<file path="config.mk">
export PLATFORM = sky130hd
export DESIGN_NAME = pwm_shadow_load_ctrl_flat
export DESIGN_NICKNAME = d
export VERILOG_FILES = /design/src/rtl/pwm_shadow_load_ctrl_if.sv /design/src/rtl/pwm_shadow_load_ctrl.sv /design/src/flat_wrapper.sv
export SDC_FILE = /design/constraint.sdc
export NUM_CORES = 1
export LEC_CHECK = 0
export ABC_AREA = 0
export CAP_MARGIN = 5
export CORE_UTILIZATION = 56
export DETAILED_ROUTE_END_ITERATION = 10
export PLACE_DENSITY = 0.89
export SLEW_MARGIN = 20
export SYNTH_ARGS = -nofsm -noshare
export SYNTH_HDL_FRONTEND = slang
export SYNTH_SLANG_ARGS = --single-unit
</file>
<file path="constraint.sdc">
create_clock -name clk -period 18.4 [get_ports clk]
set_input_delay 3.68 -clock clk [delete_from_list [all_inputs] [get_ports clk]]
set_output_delay 3.68 -clock clk [all_outputs]
set_load 0.02 [all_outputs]
</file>
<file path="src/rtl/pwm_shadow_load_ctrl_if.sv">
// Purpose : configuration/commit bundle between the register bank, the shadow loader and the carrier.
// Latency : n/a (signal bundle only).
// Backpressure: cfg_valid/cfg_ready handshake; the requester holds cfg_valid until cfg_ready.
// Ports   : master = register bank + carrier mask side (drives cfg_*, maskevent, force_load),
//           slave  = loader (drives cfg_ready, active_*, load_pulse, pending, clamp_flag, load_count).
interface pwm_shadow_load_ctrl_if #(
  parameter int CW   = 16,
  parameter int NCMP = 4,
  parameter int SKW  = 4
);
  logic                 cfg_valid;
  logic                 cfg_ready;
  logic [CW-1:0]        cfg_period;
  logic [NCMP*CW-1:0]   cfg_compare;
  logic [SKW-1:0]       cfg_skip;
  logic                 maskevent;
  logic                 force_load;
  logic [CW-1:0]        active_period;
  logic [NCMP*CW-1:0]   active_compare;
  logic                 load_pulse;
  logic                 pending;
  logic                 clamp_flag;
  logic [7:0]           load_count;

  modport master (
    output cfg_valid, cfg_period, cfg_compare, cfg_skip, maskevent, force_load,
    input  cfg_ready, active_period, active_compare, load_pulse, pending, clamp_flag, load_count
  );

  modport slave (
    input  cfg_valid, cfg_period, cfg_compare, cfg_skip, maskevent, force_load,
    output cfg_ready, active_period, active_compare, load_pulse, pending, clamp_flag, load_count
  );
endinterface

</file>
<file path="src/rtl/pwm_shadow_load_ctrl.sv">
// Purpose : double-buffered PWM period/compare loader; shadow captured on handshake, committed
//           atomically to the active registers on a (skipped) mask event or a forced load.
// Latency : qualifying maskevent/force_load at edge k -> active values + load_pulse after edge k+1.
// Backpressure: cfg_ready is high only in IDLE; one configuration in flight at a time.
// Ports   : clk, reset (async, active-high), bus (slave modport of pwm_shadow_load_ctrl_if).
module pwm_shadow_load_ctrl #(
  parameter int            CW         = 16,
  parameter int            NCMP       = 4,
  parameter int            SKW        = 4,
  parameter logic [CW-1:0] PERIOD_RST = 16'd1000
) (
  input  logic                   clk,
  input  logic                   reset,
  pwm_shadow_load_ctrl_if.slave  bus
);

  typedef enum logic [1:0] {
    IDLE = 2'd0,
    PEND = 2'd1,
    LOAD = 2'd2
  } state_t;

  state_t               state;
  logic [CW-1:0]        shadow_period;
  logic [NCMP*CW-1:0]   shadow_compare;
  logic [SKW-1:0]       skip_cnt;

  logic [CW-1:0]        active_period;
  logic [NCMP*CW-1:0]   active_compare;
  logic                 load_pulse;
  logic                 pending;
  logic                 clamp_flag;
  logic [7:0]           load_count;

  logic                 ready;
  logic                 accept;
  logic [NCMP*CW-1:0]   clamped_compare;
  logic                 any_clamp;

  // Ready is combinational on the state so a requester sees it drop the instant reset asserts.
  assign ready  = (state == IDLE) & ~reset;
  assign accept = bus.cfg_valid & ready;

  // A compare beyond the period would never match the carrier; saturate it to the period
  // and remember (sticky) that software asked for something unreachable.
  always_comb begin
    clamped_compare = '0;
    any_clamp       = 1'b0;
    for (int i = 0; i < NCMP; i++) begin
      if (bus.cfg_compare[i*CW +: CW] > bus.cfg_period) begin
        clamped_compare[i*CW +: CW] = bus.cfg_period;
        any_clamp                   = 1'b1;
      end else begin
        clamped_compare[i*CW +: CW] = bus.cfg_compare[i*CW +: CW];
      end
    end
  end

  always_ff @(posedge clk or posedge reset) begin
    if (reset) begin
      state          <= IDLE;
      shadow_period  <= '0;
      shadow_compare <= '0;
      skip_cnt       <= '0;
      active_period  <= PERIOD_RST;
      active_compare <= '0;
      load_pulse     <= 1'b0;
      pending        <= 1'b0;
      clamp_flag     <= 1'b0;
      load_count     <= 8'd0;
    end else begin
      load_pulse <= 1'b0;
      case (state)
        IDLE: begin
          // force_load and maskevent are meaningless without a pending shadow.
          if (accept) begin
            shadow_period  <= bus.cfg_period;
            shadow_compare <= clamped_compare;
            skip_cnt       <= bus.cfg_skip;
            if (any_clamp) begin
              clamp_flag <= 1'b1;
            end
            pending <= 1'b1;
            state   <= PEND;
          end
        end

        PEND: begin
          // force_load overrides the event path and leaves skip_cnt untouched.
          if (bus.force_load) begin
            state <= LOAD;
          end else if (bus.maskevent) begin
            if (skip_cnt == '0) begin
              state <= LOAD;
            end else begin
              skip_cnt <= skip_cnt - 1'b1;
            end
          end
        end

        LOAD: begin
          // Whole group commits in one edge so the carrier never sees a mixed configuration.
          active_period  <= shadow_period;
          active_compare <= shadow_compare;
          load_pulse     <= 1'b1;
          load_count     <= load_count + 8'd1;
          pending        <= 1'b0;
          state          <= IDLE;
        end

        default: begin
          pending <= 1'b0;
          state   <= IDLE;
        end
      endcase
    end
  end

  assign bus.cfg_ready      = ready;
  assign bus.active_period  = active_period;
  assign bus.active_compare = active_compare;
  assign bus.load_pulse     = load_pulse;
  assign bus.pending        = pending;
  assign bus.clamp_flag     = clamp_flag;
  assign bus.load_count     = load_count;

endmodule

</file>
<file path="src/flat_wrapper.sv">
// flat-port wrapper written by rule: the top's interface ports become plain ports
module pwm_shadow_load_ctrl_flat 
#(
  parameter int            CW         = 16,
  parameter int            NCMP       = 4,
  parameter int            SKW        = 4,
  parameter logic [CW-1:0] PERIOD_RST = 16'd1000
)
  (clk, reset, bus_cfg_valid, bus_cfg_period, bus_cfg_compare, bus_cfg_skip, bus_maskevent, bus_force_load, bus_cfg_ready, bus_active_period, bus_active_compare, bus_load_pulse, bus_pending, bus_clamp_flag, bus_load_count);
  pwm_shadow_load_ctrl_if #(.CW(CW), .NCMP(NCMP), .SKW(SKW)) bus_i ();
  input  logic clk;
  input  logic reset;
  input wire logic [$bits(bus_i.cfg_valid)-1:0] bus_cfg_valid;
  input wire logic [$bits(bus_i.cfg_period)-1:0] bus_cfg_period;
  input wire logic [$bits(bus_i.cfg_compare)-1:0] bus_cfg_compare;
  input wire logic [$bits(bus_i.cfg_skip)-1:0] bus_cfg_skip;
  input wire logic [$bits(bus_i.maskevent)-1:0] bus_maskevent;
  input wire logic [$bits(bus_i.force_load)-1:0] bus_force_load;
  output wire logic [$bits(bus_i.cfg_ready)-1:0] bus_cfg_ready;
  output wire logic [$bits(bus_i.active_period)-1:0] bus_active_period;
  output wire logic [$bits(bus_i.active_compare)-1:0] bus_active_compare;
  output wire logic [$bits(bus_i.load_pulse)-1:0] bus_load_pulse;
  output wire logic [$bits(bus_i.pending)-1:0] bus_pending;
  output wire logic [$bits(bus_i.clamp_flag)-1:0] bus_clamp_flag;
  output wire logic [$bits(bus_i.load_count)-1:0] bus_load_count;
  assign bus_i.cfg_valid = bus_cfg_valid;
  assign bus_i.cfg_period = bus_cfg_period;
  assign bus_i.cfg_compare = bus_cfg_compare;
  assign bus_i.cfg_skip = bus_cfg_skip;
  assign bus_i.maskevent = bus_maskevent;
  assign bus_i.force_load = bus_force_load;
  assign bus_cfg_ready = bus_i.cfg_ready;
  assign bus_active_period = bus_i.active_period;
  assign bus_active_compare = bus_i.active_compare;
  assign bus_load_pulse = bus_i.load_pulse;
  assign bus_pending = bus_i.pending;
  assign bus_clamp_flag = bus_i.clamp_flag;
  assign bus_load_count = bus_i.load_count;
  pwm_shadow_load_ctrl #(.CW(CW), .NCMP(NCMP), .SKW(SKW), .PERIOD_RST(PERIOD_RST)) u_core (.clk(clk), .reset(reset), .bus(bus_i));
endmodule
</file>
==> metrics.txt <==
# TYPE chip_impl_metric gauge
chip_impl_info{name="outcome",value="complete, no violations"} 1
chip_impl_metric{name="power.share.clock",unit="%"} 22.2
chip_impl_metric{name="timing_hold_violations_final",unit=""} 0
chip_impl_metric{name="grt_use_total",unit="%"} 29.0
chip_impl_metric{name="timing.final.crit_share",unit="%"} 48.6
chip_impl_info{name="worst_r2r_startpoint",value="u_core.state[1]"} 1
chip_impl_metric{name="synthesis.nets",unit=""} 904
chip_impl_info{name="critPathKind",value="input pin to output pin"} 1
chip_impl_metric{name="critical-path-max-stage-delay",unit="ns"} 0.70
chip_impl_metric{name="worst-r2r-setup-slack",unit="ns"} 16.01
chip_impl_metric{name="postSynth.asyncResetShare",unit="%"} 100
chip_impl_metric{name="cts-buffers-inserted",unit=""} 17
chip_impl_metric{name="filler_cell_count",unit=""} 1066
chip_impl_metric{name="grt.overflow.total",unit=""} 0
chip_impl_metric{name="synth_sequential_area_ratio",unit="%"} 51.3
chip_impl_metric{name="floorplan.rows",unit=""} 45
chip_impl_metric{name="hold-path-cell-count",unit=""} 2
chip_impl_metric{name="sequentialPowerShare",unit="%"} 41.1
chip_impl_metric{name="postSynthRegisterBits",unit=""} 177
chip_impl_metric{name="drv.max_cap_violation_count",unit=""} 0
chip_impl_info{name="path_common_cell",value="sky130_fd_sc_hd__clkdlybuf4s50_1"} 1
chip_impl_info{name="tritoncts",value="done"} 1
chip_impl_metric{name="area_delta_synth_final",unit="%"} 28.1
chip_impl_metric{name="final_nets",unit=""} 1070
chip_impl_metric{name="peakVddDrop",unit="mV"} 0.102
chip_impl_metric{name="post_route_cells_drive_above_1_share",unit="%"} 13.3
chip_impl_metric{name="netlist-cell-type-count",unit=""} 42
chip_impl_metric{name="final-setup-viol-count",unit=""} 0
chip_impl_metric{name="headroom_to_the_max_slew_limit",unit="%"} 23.4
chip_impl_metric{name="i_o_pin_total",unit=""} 181
chip_impl_info{name="post-synth-top-count-cell",value="sky130_fd_sc_hd__dfrtp_1"} 1
chip_impl_metric{name="htree_num_levels",unit=""} 4
chip_impl_metric{name="finalWeightedCongestion",unit=""} 0.840
chip_impl_metric{name="multiInputGateArea",unit="mm2"} 0.00393
chip_impl_metric{name="first_iter_violations",unit=""} 452
chip_impl_info{name="grt_setup_unrepaired",value="false"} 1
chip_impl_metric{name="power_report.internal_total",unit="W"} 0.00104
chip_impl_info{name="hold_path_startpoint",value="u_core.shadow_period[0]"} 1
chip_impl_metric{name="worst_setup_hold_path_clk_slew",unit="ns"} 0.06
chip_impl_metric{name="cts.path.max_buffers",unit=""} 2
chip_impl_metric{name="post-route-drc-count",unit=""} 0
chip_impl_metric{name="worst_pin_slew",unit="ns"} 1.15
chip_impl_metric{name="fp.dieH",unit="um"} 126
chip_impl_metric{name="finalWorstPathRequiredPeriod",unit="ns"} 8.95
chip_impl_metric{name="initial_antenna_violation_count",unit=""} 0
chip_impl_info{name="synth-main-ff-cell",value="sky130_fd_sc_hd__dfrtp_1"} 1
chip_impl_metric{name="tritoncts_num_sinks",unit=""} 177
chip_impl_metric{name="synthesis.yosys.warnings",unit=""} 0
chip_impl_metric{name="synth_enable_flop_cells",unit=""} 0
chip_impl_metric{name="wire_length_of_the_first_global_routing_pass",unit="um"} 34500
chip_impl_info{name="setup.worst_path.start",value="reset"} 1
chip_impl_metric{name="reg2regPathDepth",unit=""} 3
chip_impl_metric{name="place_ws",unit="ns"} 9.45
chip_impl_metric{name="fmax",unit="GHz"} 0.112
chip_impl_metric{name="layout.cell_area.non_filler",unit="mm2"} 0.0111
chip_impl_info{name="critical_path.slowest_cell",value="sky130_fd_sc_hd__clkdlybuf4s50_1"} 1
chip_impl_metric{name="final_core_utilization",unit="%"} 73.2
chip_impl_info{name="synth_area_leaders",value="sky130_fd_sc_hd__dfrtp_1 (49%), sky130_fd_sc_hd__mux2_2 (11%), sky130_fd_sc_hd__ha_1 (9.5%)"} 1
chip_impl_metric{name="fp.dieW",unit="um"} 126
chip_impl_info{name="synthTopCellsByCount",value="sky130_fd_sc_hd__dfrtp_1 (171), sky130_fd_sc_hd__nand2_1 (95), sky130_fd_sc_hd__mux2_2 (81), sky130_fd_sc_hd__ha_1 (66), sky130_fd_sc_hd__o21ai_0 (65)"} 1
chip_impl_metric{name="finClkSkew",unit="ns"} 0.00841
chip_impl_metric{name="critical_path_peak_fanout",unit=""} 3
chip_impl_metric{name="power.net_switching",unit="W"} 0.000518
chip_impl_metric{name="antenna_left",unit=""} 0
chip_impl_info{name="min_path_type",value="flip-flop to flip-flop"} 1
chip_impl_metric{name="post_layout_nonfiller_instances",unit=""} 1116
chip_impl_metric{name="final-seq-area",unit="mm2"} 0.00444
chip_impl_metric{name="power.density_cell_area",unit="mW/mm2"} 141
chip_impl_metric{name="routed_wirelength",unit="um"} 22400
chip_impl_metric{name="fp.dieArea",unit="mm2"} 0.0159
chip_impl_metric{name="place_area",unit="mm2"} 0.0105
chip_impl_metric{name="tns",unit="ns"} 0
chip_impl_metric{name="drt_pass1_iterations",unit=""} 5
chip_impl_metric{name="netlist_instances",unit=""} 749
chip_impl_info{name="r2r-end",value="u_core.bus.active_compare[30]"} 1
chip_impl_metric{name="first_global_vias",unit=""} 6541
chip_impl_metric{name="initial_core_util",unit="%"} 57.1
chip_impl_metric{name="synth_area_per_cell",unit="um2"} 11.5
chip_impl_info{name="ctsRootBufferMaster",value="sky130_fd_sc_hd__clkbuf_16"} 1
chip_impl_metric{name="per_cell_routed_wire_length",unit="um"} 20.0
chip_impl_metric{name="synth.cell_area",unit="mm2"} 0.00865
chip_impl_metric{name="via_count",unit=""} 6492
chip_impl_metric{name="finalMaxSlewViolations",unit=""} 0
chip_impl_metric{name="critPathRequiredTime",unit="ns"} 14.72
chip_impl_metric{name="worst_skew_pair.late_latency",unit="ns"} 0.43
chip_impl_metric{name="design.core.area",unit="mm2"} 0.0151
chip_impl_metric{name="reported_leakage_power",unit="nW"} 5.10
chip_impl_metric{name="synth_top_area_share",unit="%"} 49.5
chip_impl_metric{name="port_buffers",unit=""} 180
chip_impl_metric{name="cts.repair.resized",unit=""} 0
chip_impl_info{name="timing.critical_path.from_type",value="input pin"} 1
chip_impl_metric{name="postCtsSetupBuffers",unit=""} 0
chip_impl_metric{name="cts_hold_buffers",unit=""} 0
chip_impl_metric{name="dp_cell_count",unit=""} 1084
chip_impl_metric{name="power_frac_comb",unit="%"} 36.7
chip_impl_info{name="yosys.area.top_type",value="sky130_fd_sc_hd__dfrtp_1"} 1
chip_impl_metric{name="critical_path_arrival",unit="ns"} 5.27
chip_impl_metric{name="diodes",unit=""} 0
chip_impl_metric{name="power.switching_fraction",unit="%"} 33.3
chip_impl_metric{name="dp_hpwl",unit="um"} 15700
chip_impl_metric{name="layout_setup_ws",unit="ns"} 9.45
chip_impl_info{name="holdPathEnd",value="u_core.shadow_period[0]"} 1
chip_impl_info{name="critical_path.cell_chain",value="clkdlybuf4s50_1 > nor3_1 > clkdlybuf4s50_1"} 1
chip_impl_metric{name="post_drt_via_cell_ratio",unit=""} 5.82
chip_impl_info{name="cp-end-kind",value="output pin"} 1
chip_impl_metric{name="grt_max_degree",unit=""} 108
flip-flops by register name, indices dropped and copies added, names as in the netlist:
register and cells:
u_core.bus.active_compare 64, u_core.bus.active_period 16, u_core.bus.clamp_flag 1, u_core.bus.load_count 8
u_core.bus.load_pulse 1, u_core.bus.pending 1, u_core.shadow_compare 64, u_core.shadow_period 16
u_core.skip_cnt 4, u_core.state 2
power groups by stage:
stage / Combinational, W / Sequential (W) / Clock [W]
global route: 0.000613 / 0.000657 / 0.000365
CTS: 0.000575 / 0.000640 / 0.000350
finish: 0.000571 / 0.000640 / 0.000346
floorplan: 0.000217 / 0.000730 / 0
global placement: 0.000554 / 0.000638 / 0
detailed placement: 0.000570 / 0.000644 / 0
critical path, delay by kind of cell:
kind          cells  cell delay, ns
buf+inv           2            1.18
simple gates      1            0.41
per-layer routing:
layer / GRT usage (%) / share of wire (%) / vias to the layer above
li1: - / - / 2993
met1: 37.6 / 42 / 3184
met2: 45.9 / 47 / 265
met3: 7.00 / 7.6 / 50
met4: 14.1 / 3.7 / 0
met5: 0 / 0 / -
cells by family after synthesis:
| family | share of synthesized area [%] |
|---|---|
| DFF | 51.3 |
| and+or+nand+nor | 7.95 |
| muxes | 17.9 |
| AOI/OAI and AO/OA | 9.08 |
| adders and majority gates | 9.55 |
| buffers and inverters | 3.47 |
| xor gates and xnor gates | 0.709 |
how the worst max path moves through the flow:
stage                                         to  slack, ns  cells after the start
floorplan           u_core.bus.active_compare[0]       9.93                      1
global placement                   bus_cfg_ready       9.49                      3
detailed placement                 bus_cfg_ready       9.45                      3
CTS                                bus_cfg_ready       9.44                      3
global route                       bus_cfg_ready       9.36                      3
finish                             bus_cfg_ready       9.45                      3
placed cells by master (no fill, tap or decap), types with 3 or more instances in the layout:
cell and n:
sky130_fd_sc_hd__xor2_1 4, sky130_fd_sc_hd__nor3_1 4, sky130_fd_sc_hd__buf_4 3, sky130_fd_sc_hd__clkdlybuf4s50_1 180, sky130_fd_sc_hd__a221o_1 3, sky130_fd_sc_hd__nor2_1 9, sky130_fd_sc_hd__nor2b_1 5, sky130_fd_sc_hd__a21boi_1 3
sky130_fd_sc_hd__dfrtp_1 171, sky130_fd_sc_hd__o31a_1 3, sky130_fd_sc_hd__mux2i_1 64, sky130_fd_sc_hd__o21ai_0 65, sky130_fd_sc_hd__xnor2_1 3, sky130_fd_sc_hd__inv_1 24, sky130_fd_sc_hd__a21oi_1 24, sky130_fd_sc_hd__mux2_2 81
sky130_fd_sc_hd__nor4_1 3, sky130_fd_sc_hd__clkinv_4 3, sky130_fd_sc_hd__dfstp_2 6, sky130_fd_sc_hd__a21o_1 7, sky130_fd_sc_hd__o21ai_1 27, sky130_fd_sc_hd__clkinv_2 4, sky130_fd_sc_hd__and2_1 5, sky130_fd_sc_hd__nand3_1 9
sky130_fd_sc_hd__clkbuf_16 17, sky130_fd_sc_hd__clkbuf_1 5, sky130_fd_sc_hd__nand2_1 94, sky130_fd_sc_hd__nand4_1 14, sky130_fd_sc_hd__ha_1 66
cell type report:
type                            count  area share, %
Sequential cell                   177           40.0
Multi-Input combinational cell    511           35.5
Clock buffer                       22           4.01
Timing Repair Buffer              183           16.5
Clock inverter                     10           1.03
Inverter                           25          0.892
Tap cell                          188           2.12
metrics by stage:
step	power, W	hold slack, ns
2_1_floorplan	0.000947	0.440
3_3_place_gp	0.00119	0.457
3_5_place_dp	0.00121	0.461
4_1_cts	0.00156	0.475
5_1_grt	0.00164	0.501
6_report	0.00156	0.476
No activity file was read; power rests on OpenSTA's default activity.
